$ cat src/rtl/usb_utm_tx_if.sv
// UTMI transmit-side bundle: word handshake toward the link layer plus the
// frontend line drive toward the transceiver.
interface usb_utm_tx_if #(
   parameter int DATA_W = 8
);
   logic [DATA_W-1:0] tx_data;
   logic              tx_valid;
   logic              tx_valid_h;
   logic              tx_ready;
   logic              tx_active;
   logic              fe_dp;
   logic              fe_dn;
   logic              fe_oe;

   // Link-layer side: supplies words, receives handshake and line status.
   modport master (
      output tx_data, tx_valid, tx_valid_h,
      input  tx_ready, tx_active, fe_dp, fe_dn, fe_oe
   );

   // Transmitter side.
   modport slave (
      input  tx_data, tx_valid, tx_valid_h,
      output tx_ready, tx_active, fe_dp, fe_dn, fe_oe
   );
endinterface

$ cat src/rtl/usb_utm_tx.sv
// Full-speed UTM transmit path: SYNC, bit stuffing, NRZI and EOP generation
// from one oversampled clock. Line outputs only change on bit-strobe edges.
module usb_utm_tx #(
   parameter int DATA_W      = 8,
   parameter int CLK_PER_BIT = 4
) (
   input logic         clk,
   input logic         rst,
   usb_utm_tx_if.slave bus
);
   localparam int CW = $clog2(CLK_PER_BIT);
   localparam logic [CW-1:0] CNT_LAST = CW'(CLK_PER_BIT - 1);
   localparam logic [CW-1:0] CNT_PRE  = CW'(CLK_PER_BIT - 2);

   localparam logic [2:0] ST_IDLE = 3'd0;
   localparam logic [2:0] ST_SYNC = 3'd1;
   localparam logic [2:0] ST_DATA = 3'd2;
   localparam logic [2:0] ST_SE0  = 3'd3;
   localparam logic [2:0] ST_EOPJ = 3'd4;

   logic [2:0]        state_q, state_d;
   logic [CW-1:0]     cnt_q, cnt_d;
   logic [DATA_W-1:0] shreg_q, shreg_d;
   logic [4:0]        left_q, left_d;    // data bits still to send after the current one
   logic [2:0]        ones_q, ones_d;    // consecutive ones, including the current bit
   logic              line_q, line_d;    // NRZI level, 1 = J
   logic              eop_q, eop_d;      // second SE0 bit in progress
   logic              dp_q, dp_d;
   logic              dn_q, dn_d;
   logic              oe_q, oe_d;
   logic              active_q, active_d;
   logic              rdy_q, rdy_d;      // next cycle is the last clk before a word boundary

   logic strobe_s;
   logic emit_s;
   logic bit_s;
   logic wide_s;

   assign strobe_s = (cnt_q == CNT_LAST);
   assign wide_s   = (DATA_W == 16) && bus.tx_valid_h;

   // The boundary window is known one cycle ahead, but whether a DATA word
   // boundary actually hands over depends on tx_valid in that very cycle.
   // The SYNC boundary always pulses, even for an empty packet.
   assign bus.tx_ready  = rdy_q & ((state_q == ST_SYNC) | bus.tx_valid);
   assign bus.tx_active = active_q;
   assign bus.fe_dp     = dp_q;
   assign bus.fe_dn     = dn_q;
   assign bus.fe_oe     = oe_q;

   // Next-state, bit selection (stuff / shift / load) and NRZI line encoding.
   always_comb begin
      state_d  = state_q;
      shreg_d  = shreg_q;
      left_d   = left_q;
      ones_d   = ones_q;
      line_d   = line_q;
      eop_d    = eop_q;
      dp_d     = dp_q;
      dn_d     = dn_q;
      oe_d     = oe_q;
      active_d = active_q;
      rdy_d    = 1'b0;
      emit_s   = 1'b0;
      bit_s    = 1'b0;

      if (state_q == ST_IDLE || strobe_s) begin
         cnt_d = '0;
      end else begin
         cnt_d = cnt_q + CW'(1);
      end

      case (state_q)
         ST_IDLE: begin
            if (bus.tx_valid) begin
               // First SYNC bit (0) goes out now; the remaining seven come from 8'h80 >> 1.
               state_d  = ST_SYNC;
               shreg_d  = DATA_W'(8'h40);
               left_d   = 5'd7;
               oe_d     = 1'b1;
               active_d = 1'b1;
               emit_s   = 1'b1;
               bit_s    = 1'b0;
            end else begin
               state_d = ST_IDLE;
            end
         end
         ST_SYNC, ST_DATA: begin
            rdy_d = (cnt_q == CNT_PRE) && (left_q == 5'd0) && (ones_q != 3'd6);
            if (strobe_s) begin
               if (ones_q == 3'd6) begin
                  // Stuffed zero; shifting pauses for this bit time.
                  emit_s = 1'b1;
                  bit_s  = 1'b0;
               end else if (left_q != 5'd0) begin
                  emit_s  = 1'b1;
                  bit_s   = shreg_q[0];
                  shreg_d = shreg_q >> 1;
                  left_d  = left_q - 5'd1;
               end else if (bus.tx_valid) begin
                  emit_s  = 1'b1;
                  bit_s   = bus.tx_data[0];
                  shreg_d = bus.tx_data >> 1;
                  left_d  = wide_s ? 5'd15 : 5'd7;
                  state_d = ST_DATA;
               end else begin
                  state_d = ST_SE0;
                  eop_d   = 1'b0;
                  dp_d    = 1'b0;
                  dn_d    = 1'b0;
               end
            end else begin
               state_d = state_q;
            end
         end
         ST_SE0: begin
            if (strobe_s) begin
               if (eop_q) begin
                  state_d = ST_EOPJ;
                  dp_d    = 1'b1;
                  dn_d    = 1'b0;
               end else begin
                  eop_d = 1'b1;
               end
            end else begin
               state_d = ST_SE0;
            end
         end
         ST_EOPJ: begin
            if (strobe_s) begin
               state_d  = ST_IDLE;
               oe_d     = 1'b0;
               active_d = 1'b0;
               line_d   = 1'b1;
               ones_d   = 3'd0;
               dp_d     = 1'b1;
               dn_d     = 1'b0;
            end else begin
               state_d = ST_EOPJ;
            end
         end
         default: begin
            state_d  = ST_IDLE;
            oe_d     = 1'b0;
            active_d = 1'b0;
            line_d   = 1'b1;
            ones_d   = 3'd0;
            dp_d     = 1'b1;
            dn_d     = 1'b0;
         end
      endcase

      if (emit_s) begin
         if (bit_s) begin
            ones_d = ones_q + 3'd1;
            line_d = line_q;
         end else begin
            ones_d = 3'd0;
            line_d = ~line_q;
         end
         dp_d = line_d;
         dn_d = ~line_d;
      end else begin
         ones_d = ones_d;
      end
   end

   // State and output registers; reset forces the idle J level with the driver off.
   always_ff @(posedge clk or negedge rst) begin
      if (!rst) begin
         state_q  <= ST_IDLE;
         cnt_q    <= '0;
         shreg_q  <= '0;
         left_q   <= 5'd0;
         ones_q   <= 3'd0;
         line_q   <= 1'b1;
         eop_q    <= 1'b0;
         dp_q     <= 1'b1;
         dn_q     <= 1'b0;
         oe_q     <= 1'b0;
         active_q <= 1'b0;
         rdy_q    <= 1'b0;
      end else begin
         state_q  <= state_d;
         cnt_q    <= cnt_d;
         shreg_q  <= shreg_d;
         left_q   <= left_d;
         ones_q   <= ones_d;
         line_q   <= line_d;
         eop_q    <= eop_d;
         dp_q     <= dp_d;
         dn_q     <= dn_d;
         oe_q     <= oe_d;
         active_q <= active_d;
         rdy_q    <= rdy_d;
      end
   end
endmodule
$ cat src/flat_wrapper.sv
// flat-port wrapper written by rule: the top's interface ports become plain ports
module usb_utm_tx_flat 
#(
   parameter int DATA_W      = 8,
   parameter int CLK_PER_BIT = 4
)
  (clk, rst, bus_tx_data, bus_tx_valid, bus_tx_valid_h, bus_tx_ready, bus_tx_active, bus_fe_dp, bus_fe_dn, bus_fe_oe);
  usb_utm_tx_if #(.DATA_W(DATA_W)) bus_i ();
  input logic clk;
  input logic rst;
  input wire logic [$bits(bus_i.tx_data)-1:0] bus_tx_data;
  input wire logic [$bits(bus_i.tx_valid)-1:0] bus_tx_valid;
  input wire logic [$bits(bus_i.tx_valid_h)-1:0] bus_tx_valid_h;
  output wire logic [$bits(bus_i.tx_ready)-1:0] bus_tx_ready;
  output wire logic [$bits(bus_i.tx_active)-1:0] bus_tx_active;
  output wire logic [$bits(bus_i.fe_dp)-1:0] bus_fe_dp;
  output wire logic [$bits(bus_i.fe_dn)-1:0] bus_fe_dn;
  output wire logic [$bits(bus_i.fe_oe)-1:0] bus_fe_oe;
  assign bus_i.tx_data = bus_tx_data;
  assign bus_i.tx_valid = bus_tx_valid;
  assign bus_i.tx_valid_h = bus_tx_valid_h;
  assign bus_tx_ready = bus_i.tx_ready;
  assign bus_tx_active = bus_i.tx_active;
  assign bus_fe_dp = bus_i.fe_dp;
  assign bus_fe_dn = bus_i.fe_dn;
  assign bus_fe_oe = bus_i.fe_oe;
  usb_utm_tx #(.DATA_W(DATA_W), .CLK_PER_BIT(CLK_PER_BIT)) u_core (.clk(clk), .rst(rst), .bus(bus_i));
endmodule
$ cat config.mk
export PLATFORM = sky130hd
export DESIGN_NAME = usb_utm_tx_flat
export DESIGN_NICKNAME = d
export VERILOG_FILES = /design/src/rtl/usb_utm_tx_if.sv /design/src/rtl/usb_utm_tx.sv /design/src/flat_wrapper.sv
export SDC_FILE = /design/constraint.sdc
export NUM_CORES = 1
export LEC_CHECK = 0
export ABC_AREA = 1
export BUFFER_PORTS_ARGS = -buffer_cell sky130_fd_sc_hd__buf_2
export CAP_MARGIN = 20
export CORE_AREA = 2 2 66 68
export CTS_BUF_LIST = sky130_fd_sc_hd__clkbuf_4 sky130_fd_sc_hd__clkbuf_8 sky130_fd_sc_hd__clkbuf_16
export CTS_CLUSTER_DIAMETER = 150
export DETAILED_ROUTE_END_ITERATION = 7
export DIE_AREA = 0 0 68 70
export PLACE_DENSITY_LB_ADDON = 0.25
export SLEW_MARGIN = 20
export SYNTH_ARGS = -nofsm -noshare
export SYNTH_HDL_FRONTEND = slang
export SYNTH_SLANG_ARGS = --single-unit
$ cat constraint.sdc
create_clock -name clk -period 2.08 [get_ports clk]
set_clock_uncertainty 0.1 [all_clocks]
set_input_delay 0.208 -clock clk [delete_from_list [all_inputs] [get_ports clk]]
set_output_delay 0.208 -clock clk [all_outputs]
set_load 0.005 [all_outputs]
Word-level counts from Yosys, hierarchy flattened
Cells that the tools add are included.
{"block": "op_classes", "bitwise_logic": 5, "n_mux": 57, "n_eq_ne": 26, "n_reduce_logical": 18, "addsub": 3}
{"cell": "8-bit two-way mux", "n": 5}
{"cell": "1-bit two-way mux", "n": 28}
{"cell": "3-bit two-way mux", "n": 9}
{"cell": "5-bit two-way mux", "n": 4}
{"cell": "8-bit case mux with 2 select lines", "n": 1}
{"cell": "3-bit by 2-bit inequality test with 1-bit output, second input constant", "n": 5}
{"cell": "3-bit by 1-bit inequality test with 1-bit output, second input constant", "n": 4}
{"cell": "3-bit case mux with 4 select lines", "n": 1}
{"cell": "2-bit by 1-bit inequality test with 1-bit output, second input constant", "n": 5}
{"cell": "5-bit case mux with 2 select lines", "n": 1}
{"cell": "2-bit inequality test, second input constant", "n": 4}
{"cell": "1-bit case mux with 4 select lines", "n": 2}
{"cell": "8-bit AND reduction", "n": 1}
{"cell": "3-bit by 2-bit equality test with 1-bit output, second input constant", "n": 2}
{"cell": "3-bit equality test, second input constant", "n": 2}
{"cell": "1-bit case mux with 2 select lines", "n": 3}
{"cell": "3-bit case mux with 2 select lines", "n": 1}
{"cell": "3-bit AND reduction", "n": 2}
{"cell": "6-bit AND reduction", "n": 1}
{"cell": "5-bit logical NOT", "n": 1}
{"cell": "5-bit AND reduction", "n": 1}
{"cell": "5-bit nonzero test", "n": 1}
{"cell": "5-bit by 1-bit subtractor with 5-bit output, second input constant", "n": 1}
{"cell": "2-bit equality test, second input constant", "n": 2}
{"cell": "other kinds (18)", "n": 22}
{"block": "word_totals", "input_bits": 12, "reg_bits": 27}

Depth between registers and ports, before layout
{"block": "depth", "depth_word": 9, "mapped_depth": 12, "mapped_depth_nobuf": 12}

Worst setup path before layout
OpenSTA, ideal clock, no wires.
{"block": "synth_path", "kind": "register -> register", "from": "reg u_core.left_q[0]", "to": "reg u_core.shreg_q[1]", "synth_period_minus_slack_ns": 1.704, "arrival_time_ns": 1.481, "setup_time_ns": 0.123, "stages_incl_launch_ff": 10, "setup_slack_ns": 0.376, "n_path_buf": 1, "path_cell_list": "dfrtp_1 > inv_1 > ha_1 > inv_1 > nor2_1 > nand2_1 > clkbuf_1 > or2_2 > o211ai_1 > o21ai_2"}
{"block": "synth_between", "elab_chain_cells": 5, "word_cells_on_any_way": 7}
{"element": "from (decl)", "line": "usb_utm_tx.sv:24", "source": "logic [4:0] left_q, left_d;"}
{"element": "from (signal assigned)", "line": "usb_utm_tx.sv:187", "source": "left_q <= left_d;"}
{"element": "5-bit nonzero test *", "line": "usb_utm_tx.sv:95", "source": "end else if (left_q != 5'd0) begin"}
{"element": "8-bit two-way mux", "line": "usb_utm_tx.sv:95"}
{"element": "8-bit two-way mux", "line": "usb_utm_tx.sv:91", "source": "if (ones_q == 3'd6) begin"}
{"element": "8-bit two-way mux", "line": "usb_utm_tx.sv:90", "source": "if (strobe_s) begin"}
{"element": "8-bit case mux with 2 select lines", "line": "usb_utm_tx.sv:73", "source": "case (state_q)"}
{"element": "to (signal assigned)", "line": "usb_utm_tx.sv:186", "source": "shreg_q <= shreg_d;"}
{"element": "to (decl)", "line": "usb_utm_tx.sv:23", "source": "logic [DATA_W-1:0] shreg_q, shreg_d;"}
Every way passes the cells marked *; elsewhere a longest branch is shown, timed or not. The select of a mux whose other input is x is not followed.
A chain may end at the register's enable or synchronous reset.

Worst setup path after layout
{"block": "layout_path", "from": "reg u_core.left_q[0]", "to": "reg u_core.shreg_q[5]"}
The elaborated chain is that of the path after synthesis.

==> impl_metrics.yaml <==
power:
  power_uw: 811
  ir_drop_mv: 0.326
  p_leak_nw: 0.889
  powerDensity_mw_per_mm2: 460
placement:
  dpl_worst_slack_ns: 0.269
  port_buffers: 15
  gp_congestion: 0.818
  hpwlAfterDp_um: 2360
drt:
  drtAntennaViolNets: 0
  viasPerCell: 4.79
  dr.pass1.iters: 4
  wl_per_cell_um: 11.2
  vias: 1303
  route.final.wire_length_um: 3040
  drc: 0
  drt_first_iter_violations: 72
worst_setup_path:
  worstPathArrival_ns: 1.90
  critPathRequiredTime_ns: 2.13
  end_kind: "flip-flop"
  cp-start-kind: "flip-flop"
  crit_fanout: 9
  worstSetupPathType: "flip-flop to flip-flop"
timing:
  hold_viol_final: 0
  setup_violations: 0
  clock.fmax_mhz: 541
  max_slew_margin_pct: 61.3
  drv_slew: 0
  max_slew.worst_pin.slew_ns: 0.581
  fin_crit_ns: 1.85
  finalSetupTns_ns: 0
  rsz0062_at_grt: "no"
  fin_crit_sh_pct: 88.9
  worst_slack_ns: 0.230
floorplan:
  ioPinCount: 17
  core_sq_mm: 0.00414
  die_h_um: 70
  initial_core_util_pct: 37.3
  die_w_um: 68
  die-area_sq_mm: 0.00476
  placementRows: 24
layout:
  drive_gt1_share_pct: 21.8
  syn_to_final_growth_pct: 14.0
  antenna_cells: 0
  num-nets-final: 240
  multi_input_area_sq_um: 776
  regArea_sq_um: 653
  fillers: 436
  fin_util_pct: 42.5
global_route:
  grt_antenna_before_repair: 0
  grt_max_degree: 27
  track_usage_pct: 15.2
  gr-total-overflow: 0
  grt_pass1_vias: 1296
  grt_pass1_wl_um: 5670
synthesis:
  yosys.area.top_type: "dfrtp_1"
  ys_ff_latch: 26
  synthCells: 198
  yosys.area.top_type_share_pct: 38.8
  seq_area_frac_synth_pct: 42.2
  syn-cell-area_sq_mm: 0.00155
  synthTopCellsByArea: "dfrtp_1 39%, nand2_1 14%, inv_1 5.1%"
  syn_nets: 216
  yosys_warnings: 0
  syn_area_per_cell_sq_um: 7.81
  synth_cell_types: 26
clocking:
  clkSinkCount: 26
  cts_tree: "yes"
  clk_latency_ns: 0.27
  clock_path_buffers: 2
  numCtsBuffers: 3
  clk_pin_slew_ns: 0.09
  cts_setup_buffers: 0
  root_buffer: "clkbuf_8"
  h-tree-depth: 1
outcome:
  outcome: "finished, final reports clean"
min_path:
  hp-class: "primary input to flip-flop"
flow_run:
  maxCapViolCount: 0
[layer usage]
layer / up-vias / GRT usage (%) / wire length [um]
met5: - / 0 / 0
met4: 0 / 4.00 / 17
met3: 2 / 2.58 / 104
met2: 18 / 23.2 / 1390
met1: 597 / 22.1 / 1530
li1: 686 / - / -
[synth_stat cells, drive strengths merged]
master and count:
nand2 59, dfrtp 24, inv 24, o21ai 18, nand3 16, nor2 15
o211ai 9, ha 6, or2 6, nor3 5, a21oi 4, buf 3
dfstp 2, nand4 2, a21boi 1, clkbuf 1, nor4 1, xnor2 1
xor2 1
[kinds of logic (layout without fill, tap and decap cells)]
group / Yosys count / in the layout / synth area share, %
XOR/XNOR: 2 / 2 / 1.13
buffers and inverters: 28 / 50 / 7.60
adder cells (fa/ha/maj): 6 / 6 / 4.85
AO/OA/AOI/OAI: 32 / 32 / 13.7
flip-flops: 26 / 26 / 42.2
AND/OR/NAND/NOR: 104 / 104 / 30.5
[layout by cell type, fill, tap and decap left out, drive strengths merged]
cell and n:
nand3 16, clkbuf 3, nand4 2, dfstp 2
a21oi 4, dlygate4sd3 1, nor3 5, nor2 15
nand2 59, inv 24, dfrtp 24, xor2 1
a21boi 1, or2 6, buf 22, nor4 1
ha 6, o21ai 18, o211ai 9, xnor2 1
[final timing paths]
check                                              from                             to  slack (ns)  cells after the start
setup / recovery           u_core.left_q[0]$_DFFE_PN0P_  u_core.shreg_q[5]$_DFFE_PN0P_        0.23                      9
hold / removal                           bus_tx_data[7]  u_core.shreg_q[6]$_DFFE_PN0P_        0.18                      5
setup reg to reg           u_core.left_q[0]$_DFFE_PN0P_  u_core.shreg_q[5]$_DFFE_PN0P_        0.23                      9
hold reg to reg            u_core.bus.fe_dn$_DFFE_PN0P_   u_core.bus.fe_dn$_DFFE_PN0P_        0.37                      2
max in group asynchronous                           rst  u_core.shreg_q[4]$_DFFE_PN0P_        1.13                      2
min in group asynchronous                           rst       u_core.eop_q$_DFFE_PN0P_        0.36                      2
[power by group]
group / switching [mW] / internal [mW] / leakage (nW) / total, mW
registers: 0 / 0.505 / 0.337 / 0.505
logic: 0.0158 / 0.00907 / 0.531 / 0.0249
clock network: 0.151 / 0.130 / 0.0216 / 0.281
total: 0.167 / 0.644 / 0.889 / 0.811
[area by class of cell]
cell class	instances	share of cell area, %
flip-flops and latches	26	37.0
clock buffers	3	2.34
well taps	52	3.69
repair buffers	23	7.81
multi-input cells	144	44.0
inverters	24	5.11
[through the flow]
stage          area, sq um  hold slack (ns)  std cells
2_1_floorplan         1550           -0.188        198
3_3_place_gp          1710            0.151        268
3_5_place_dp          1710            0.145        268
4_1_cts               1760            0.176        272
5_1_grt               1760            0.247        272
6_report              1760            0.176        272
[flip-flops by register name, indices dropped and copies added (netlist names)]
signal / cells
u_core.eop_q: 1
u_core.line_q: 1
u_core.left_q: 5
u_core.shreg_q: 7
u_core.rdy_q: 1
u_core.ones_q: 3
u_core.state_q: 3
u_core.bus.fe_dn: 1
u_core.bus.fe_oe: 1
u_core.bus.fe_dp: 1
u_core.cnt_q: 2
[critical path, stage by stage, from the launching register on]
cell and delay, ns:
dfrtp_1 0.37, inv_1 0.07, ha_1 0.15, inv_1 0.04, nor2_1 0.18, nand2_1 0.16
buf_4 0.20, or2_2 0.27, o211ai_1 0.11, o21ai_2 0.09
[what timing repair did]
| action | CTS | global route |
|---|---|---|
| hold buffers | 1 | 0 |
| endpoints found under the hold margin | 24 | 0 |
| gates resized for setup | 0 | 0 |
Power figures use the tool's default switching activity.
